File: config.mk
export PLATFORM = sky130hd
export DESIGN_NAME = alarm_controller_flat
export DESIGN_NICKNAME = d
export VERILOG_FILES = /design/src/rtl/alarm_if.sv /design/src/rtl/alarm_controller.sv /design/src/flat_wrapper.sv
export SDC_FILE = /design/constraint.sdc
export NUM_CORES = 1
export LEC_CHECK = 0
export ABC_AREA = 1
export CORE_UTILIZATION = 50
export CTS_CLUSTER_SIZE = 8
export DETAILED_ROUTE_END_ITERATION = 16
export HOLD_SLACK_MARGIN = 0.1
export PLACE_DENSITY = 0.75
export SYNTH_ARGS = -nofsm -noshare
export SYNTH_HDL_FRONTEND = slang
export SYNTH_SLANG_ARGS = --single-unit
File: constraint.sdc
create_clock -name clock -period 2.3 [get_ports clock]
set_input_delay 0.23 -clock clock [delete_from_list [all_inputs] [get_ports clock]]
set_output_delay 0.23 -clock clock [all_outputs]
set_load 0.05 [all_outputs]
File: src/rtl/alarm_if.sv
// alarm_if: alarm controller input flags and siren/beeper/status outputs; event_count exists only under ALARM_LOG_EN.
interface alarm_if;
   logic       flag;
   logic       dooralarm;
   logic       windowalarm;
   logic       firealarm;
   logic       ack;
   logic       siren;
   logic       beeper;
   logic [2:0] alarm_state;
   logic [2:0] cause;
`ifdef ALARM_LOG_EN
   logic [7:0] event_count;
`endif
   modport master (
      output flag, dooralarm, windowalarm, firealarm, ack,
      input  siren, beeper, alarm_state, cause
`ifdef ALARM_LOG_EN
      , input event_count
`endif
   );
   modport slave (
      input  flag, dooralarm, windowalarm, firealarm, ack,
      output siren, beeper, alarm_state, cause
`ifdef ALARM_LOG_EN
      , output event_count
`endif
   );
endinterface

File: src/rtl/alarm_controller.sv
// alarm_controller: siren/beeper Moore FSM with entry grace, intrusion timeout, latching fire and acknowledge.
// ALARM_LOG_EN adds a saturating count of entries into INTRUSION or FIRE.
module alarm_controller #(
   parameter int ENTRY_DELAY   = 16,
   parameter int SIREN_TIMEOUT = 64,
   parameter int BEEP_PERIOD   = 4
) (
   input logic   clock,
   input logic   reset,
   alarm_if.slave bus
);
   localparam int cnt_w = $clog2(ENTRY_DELAY > SIREN_TIMEOUT ? ENTRY_DELAY : SIREN_TIMEOUT);
   typedef enum logic [2:0] {
      IDLE      = 3'd0,
      ENTRY     = 3'd1,
      INTRUSION = 3'd2,
      FIRE      = 3'd3,
      HOLDOFF   = 3'd4
   } state_t;
   state_t           state, state_next;
   logic [cnt_w-1:0] cnt, cnt_next;
   logic [2:0]       cause, cause_next, hit;
   logic             siren, beeper, siren_next, beeper_next, moved;
   int               elapsed;
   assign hit = {bus.firealarm, bus.windowalarm, bus.dooralarm};
   always_comb begin
      state_next = state;
      case (state)
         IDLE:      state_next = bus.firealarm ? FIRE : bus.flag ? IDLE : bus.windowalarm ? INTRUSION :
                                 bus.dooralarm ? ENTRY : IDLE;
         ENTRY:     state_next = bus.firealarm ? FIRE : bus.flag ? IDLE : bus.windowalarm ? INTRUSION :
                                 cnt == '0 ? INTRUSION : ENTRY;
         INTRUSION: state_next = bus.firealarm ? FIRE : bus.flag ? IDLE :
                                 (bus.ack || cnt == '0) ? HOLDOFF : INTRUSION;
         FIRE:      state_next = (bus.ack && !bus.firealarm) ? IDLE : FIRE;
         HOLDOFF:   state_next = bus.firealarm ? FIRE :
                                 (!bus.dooralarm && !bus.windowalarm) ? IDLE : HOLDOFF;
         default:   state_next = IDLE;
      endcase
      moved = state_next != state;
      // the counter is reloaded on entry and otherwise counts down, parking at zero
      cnt_next = moved ? (state_next == ENTRY ? cnt_w'(ENTRY_DELAY - 1) :
                          state_next == INTRUSION ? cnt_w'(SIREN_TIMEOUT - 1) : cnt) :
                 ((state == ENTRY || state == INTRUSION) && cnt != '0) ? cnt - cnt_w'(1) : cnt;
      cause_next = state_next == IDLE ? 3'b000 : (moved && state_next != HOLDOFF) ? cause | hit : cause;
      elapsed = ENTRY_DELAY - 1 - int'(cnt_next);
      siren_next = state_next == INTRUSION || state_next == FIRE;
      beeper_next = state_next == FIRE || (state_next == ENTRY && (elapsed / BEEP_PERIOD) % 2 == 0);
   end
   always_ff @(posedge clock or posedge reset) begin
      if (reset) begin
         state  <= IDLE;
         cnt    <= '0;
         cause  <= '0;
         siren  <= 1'b0;
         beeper <= 1'b0;
      end else begin
         state  <= state_next;
         cnt    <= cnt_next;
         cause  <= cause_next;
         siren  <= siren_next;
         beeper <= beeper_next;
      end
   end
   assign bus.alarm_state = state;
   assign bus.cause       = cause;
   assign bus.siren       = siren;
   assign bus.beeper      = beeper;
`ifdef ALARM_LOG_EN
   logic [7:0] event_count;
   always_ff @(posedge clock or posedge reset) begin
      if (reset)
         event_count <= '0;
      else if (moved && (state_next == INTRUSION || state_next == FIRE) && event_count != 8'hff)
         event_count <= event_count + 8'd1;
   end
   assign bus.event_count = event_count;
`endif
endmodule

File: src/flat_wrapper.sv
// flat-port wrapper written by rule: the top's interface ports become plain ports
module alarm_controller_flat 
#(
   parameter int ENTRY_DELAY   = 16,
   parameter int SIREN_TIMEOUT = 64,
   parameter int BEEP_PERIOD   = 4
)
  (clock, reset, bus_flag, bus_dooralarm, bus_windowalarm, bus_firealarm, bus_ack, bus_siren, bus_beeper, bus_alarm_state, bus_cause);
  alarm_if bus_i ();
  input logic clock;
  input logic reset;
  input wire logic [$bits(bus_i.flag)-1:0] bus_flag;
  input wire logic [$bits(bus_i.dooralarm)-1:0] bus_dooralarm;
  input wire logic [$bits(bus_i.windowalarm)-1:0] bus_windowalarm;
  input wire logic [$bits(bus_i.firealarm)-1:0] bus_firealarm;
  input wire logic [$bits(bus_i.ack)-1:0] bus_ack;
  output wire logic [$bits(bus_i.siren)-1:0] bus_siren;
  output wire logic [$bits(bus_i.beeper)-1:0] bus_beeper;
  output wire logic [$bits(bus_i.alarm_state)-1:0] bus_alarm_state;
  output wire logic [$bits(bus_i.cause)-1:0] bus_cause;
  assign bus_i.flag = bus_flag;
  assign bus_i.dooralarm = bus_dooralarm;
  assign bus_i.windowalarm = bus_windowalarm;
  assign bus_i.firealarm = bus_firealarm;
  assign bus_i.ack = bus_ack;
  assign bus_siren = bus_i.siren;
  assign bus_beeper = bus_i.beeper;
  assign bus_alarm_state = bus_i.alarm_state;
  assign bus_cause = bus_i.cause;
  alarm_controller #(.ENTRY_DELAY(ENTRY_DELAY), .SIREN_TIMEOUT(SIREN_TIMEOUT), .BEEP_PERIOD(BEEP_PERIOD)) u_core (.clock(clock), .reset(reset), .bus(bus_i));
endmodule
==> flow_summary_export.csv <==
group,metric,value,unit
run_status,status,"complete, no violations",
sta,fmax,0.479,GHz
critical_path,critPathSlowestCell,"dfrtp_1",
critical_path,worst_path_most_repeated_cell,"nand2_1",
sta,hold_ws,0.284,ns
die,die_area,2320,um^2
pwr,cellLeakagePower,0.000648,uW
clock_tree,cts_buffer_depth,2,
clock_tree,clk_latency,0.28,ns
critical_path,crit_chain,"inv_1 > ha_2 > nand3_4 > nand2_4 > inv_1 > nand2_1 > nand2_2 > nand2_1 > nand2_4 > nand3_4 > nand2_1 > nand2_1 > nand2_2 > nand2_1 > nand2_1 > nand3_1 > nand2_1",
synthesis,seq_area_frac_synth,32.9,%
die,ioPinCount,15,
clock_tree,cts_root_buf,"clkbuf_4",
die,start_util,53.7,%
routing,postRouteAntennaNets,0,
critical_path,worstReg2RegStart,"u_core.cnt[0]$_DFF_PP0_",
die,core,1980,um^2
sta,report.final.slew_viol_count,0,
clock_tree,clk_pin_slew,0.10,ns
synthesis,ys_async_sr_fraction,100,%
synthesis,synth_nets,154,
sta,setup_viol,0,
clock_tree,clock_sinks,14,
finish,multi_input_area,616,um^2
placement,gp_congestion,0.891,
routing,vias_per_cell,4.96,
synthesis,ys_seq_elements,14,
pwr,power,1130,uW
global_routing,antenna_found_initial,0,
placement,dpl.hpwl,1.78,mm
sta,relSlewSlack,62.5,%
job,drv_cap,0,
critical_path,crit_fanout,9,
routing,routed_wirelength,2.29,mm
finish,finalNetCount,174,
synthesis,yosysUniqueCellTypes,21,
finish,fillers,162,
critical_path,cp-end-kind,"flop",
pwr,max-vdd-ir-drop,613,uV
finish,final_common_cell,"nand2_1",
finish,mostFrequentLayoutCells,"35 x nand2_1, 21 x inv_1, 14 x nand3_1, 14 x dfrtp_1, 14 x clkdlybuf4s50_1",
critical_path,path_class,"reg2reg",
finish,regArea,350,um^2
sta,skew,0.00406,ns
die,num_rows,16,
die,die_w,48.1,um
sta,layout_setup_ws,0.212,ns
synthesis,synth_area_leaders,"dfrtp_1 33%, nand2_1 12%, inv_1 7.4%, nand3_1 6.6%, nand2_2 6.5%",
sta,rsz0062_at_grt,"false",
routing,vias,953,
synthesis,ys.flop_type,"dfrtp_1",
routing,drc,0,
synthesis,yosysWarnings,0,
critical_path,startpoint_type,"flop",
global_routing,grt_max_degree,15,
finish,drive_gt1_share,22.4,%
critical_path,rrSetupSlack,0.21,ns
critical_path,worst_ep_required_time,2.47,ns
global_routing,grt_overflow,0,
routing,drt-pass1-iter-count,4,
critical_path,reg2reg_to,"u_core.bus.beeper$_DFF_PP0_",
synthesis,syn_area_per_cell,7.29,um^2
routing,wire_per_inst,11.9,um
die,die_h,48.1,um
global_routing,grt_pass1_vias,865,
sta,fin_crit,2.09,ns
pwr,power_density,876,nW/um^2
critical_path,r2r_cells,17,
placement,io_buffers,14,
sta,tightestPinTransition,0.562,ns
global_routing,grt_pass1_wl,3.63,mm
sta,fin_crit_sh,90.8,%
routing,drt_iter0_drc,55,
synthesis,syn_inst,146,
synthesis,yosysTopAreaCellShare,32.9,%
sta,finalSetupTns,0,ns
global_routing,grt_usage,22.7,%
placement,place_ws,0.169,ns
critical_path,arrival,2.26,ns
sta,hold_viol_final,0,
clock_tree,numCtsBuffers,3,
finish,diodes,0,
clock_tree,cts_tree,"built",
synthesis,yosysTopAreaCell,"dfrtp_1",
synthesis,synth_edf_count,0,
critical_path,slowest_delay,0.37,ns
synthesis,syn-cell-area,1060,um^2
clock_tree,htree_levels,1,
hold_path,hp-class,"in2async",
finish,synthToLayoutAreaGrowth,20.7,%
-- kinds of logic (layout without fill, tap and decap cells) --
kind of cell | count (synthesis) | in the layout | share of synthesized area, %
AOI/OAI and AO/OA | 8 | 8 | 5.52
adders and majority gates | 1 | 1 | 1.17
DFF | 14 | 14 | 32.9
buffers and inverters | 27 | 46 | 9.52
and+or+nand+nor | 92 | 92 | 47.6
xor gates and xnor gates | 4 | 4 | 3.29
-- per-layer routing --
| metal | vias up | routed length, um | track usage [%] |
|---|---|---|---|
| met3 | 4 | 113 | 4.44 |
| met5 | - | 0 | 0 |
| met4 | 0 | 25 | 3.33 |
| met1 | 425 | 1080 | 31.5 |
| li1 | 492 | - | - |
| met2 | 32 | 1080 | 37.3 |
-- worst max-delay path: cells and delay by family, from the launching register on --
kind                     cells  cell delay (ns)
adder cells (fa/ha/maj)      1             0.25
flip-flops                   1             0.37
AND/OR/NAND/NOR             14             1.18
buffers and inverters        2             0.18
-- synthesized netlist by cell type (2+ instances only) --
| cell | n |
|---|---|
| nand2_4 | 5 |
| nand2_2 | 11 |
| nor2_2 | 3 |
| nand2_1 | 35 |
| nand4_1 | 6 |
| inv_2 | 6 |
| nor2_1 | 12 |
| o21a_1 | 2 |
| inv_1 | 21 |
| o21ai_0 | 4 |
| xor2_1 | 3 |
| nand3_4 | 3 |
| dfrtp_1 | 14 |
| nand3_1 | 14 |
-- sequential cells by signal (all words and copies together) (netlist names), named ones only --
register and cells:
u_core.bus.siren 1, u_core.bus.alarm_state 3, u_core.cnt 5, u_core.bus.beeper 1
u_core.bus.cause 3
-- worst max-delay path by stage --
stage	start	to	slack, ns	depth (start not counted)
after floorplan	u_core.bus.alarm_state[1]$_DFF_PP0_	u_core.bus.beeper$_DFF_PP0_	0.28	15
after global placement	bus_ack	u_core.bus.beeper$_DFF_PP0_	0.18	17
after detailed placement	bus_ack	u_core.bus.beeper$_DFF_PP0_	0.17	17
after CTS	u_core.cnt[0]$_DFF_PP0_	u_core.bus.beeper$_DFF_PP0_	0.21	17
after global routing	u_core.cnt[0]$_DFF_PP0_	u_core.bus.beeper$_DFF_PP0_	0.03	17
final	u_core.cnt[0]$_DFF_PP0_	u_core.bus.beeper$_DFF_PP0_	0.21	17
-- cell type report --
type,instances,area share [%]
Multi-Input combinational cell,105,47.9
Sequential cell,14,27.3
Timing Repair Buffer,15,11.5
Inverter,27,7.89
Clock buffer,4,2.82
Tap cell,27,2.63
-- power by group --
group / internal (uW) / switching [uW] / total, uW
Clock: 96.3 / 88.8 / 185
Sequential: 311 / 49.8 / 360
Combinational: 196 / 384 / 580
Total: 603 / 523 / 1130
-- per-stage QoR --
| stage | instances | util [%] | area, um^2 |
|---|---|---|---|
| finish | 192 | 64.8 | 1280 |
| CTS | 192 | 64.7 | 1280 |
| global placement | 188 | 62.9 | 1250 |
| floorplan | 146 | - | 1060 |
| detailed placement | 188 | 62.9 | 1250 |
| global route | 192 | 64.8 | 1280 |
-- timing repair --
| action | in CTS | in global routing |
|---|---|---|
| setup endpoints to repair | 0 | 1 |
| hold buffers | 0 | 0 |
| setup buffers | 0 | 0 |
| gates resized for setup | 0 | 1 |
Power figures use the tool's default switching activity.
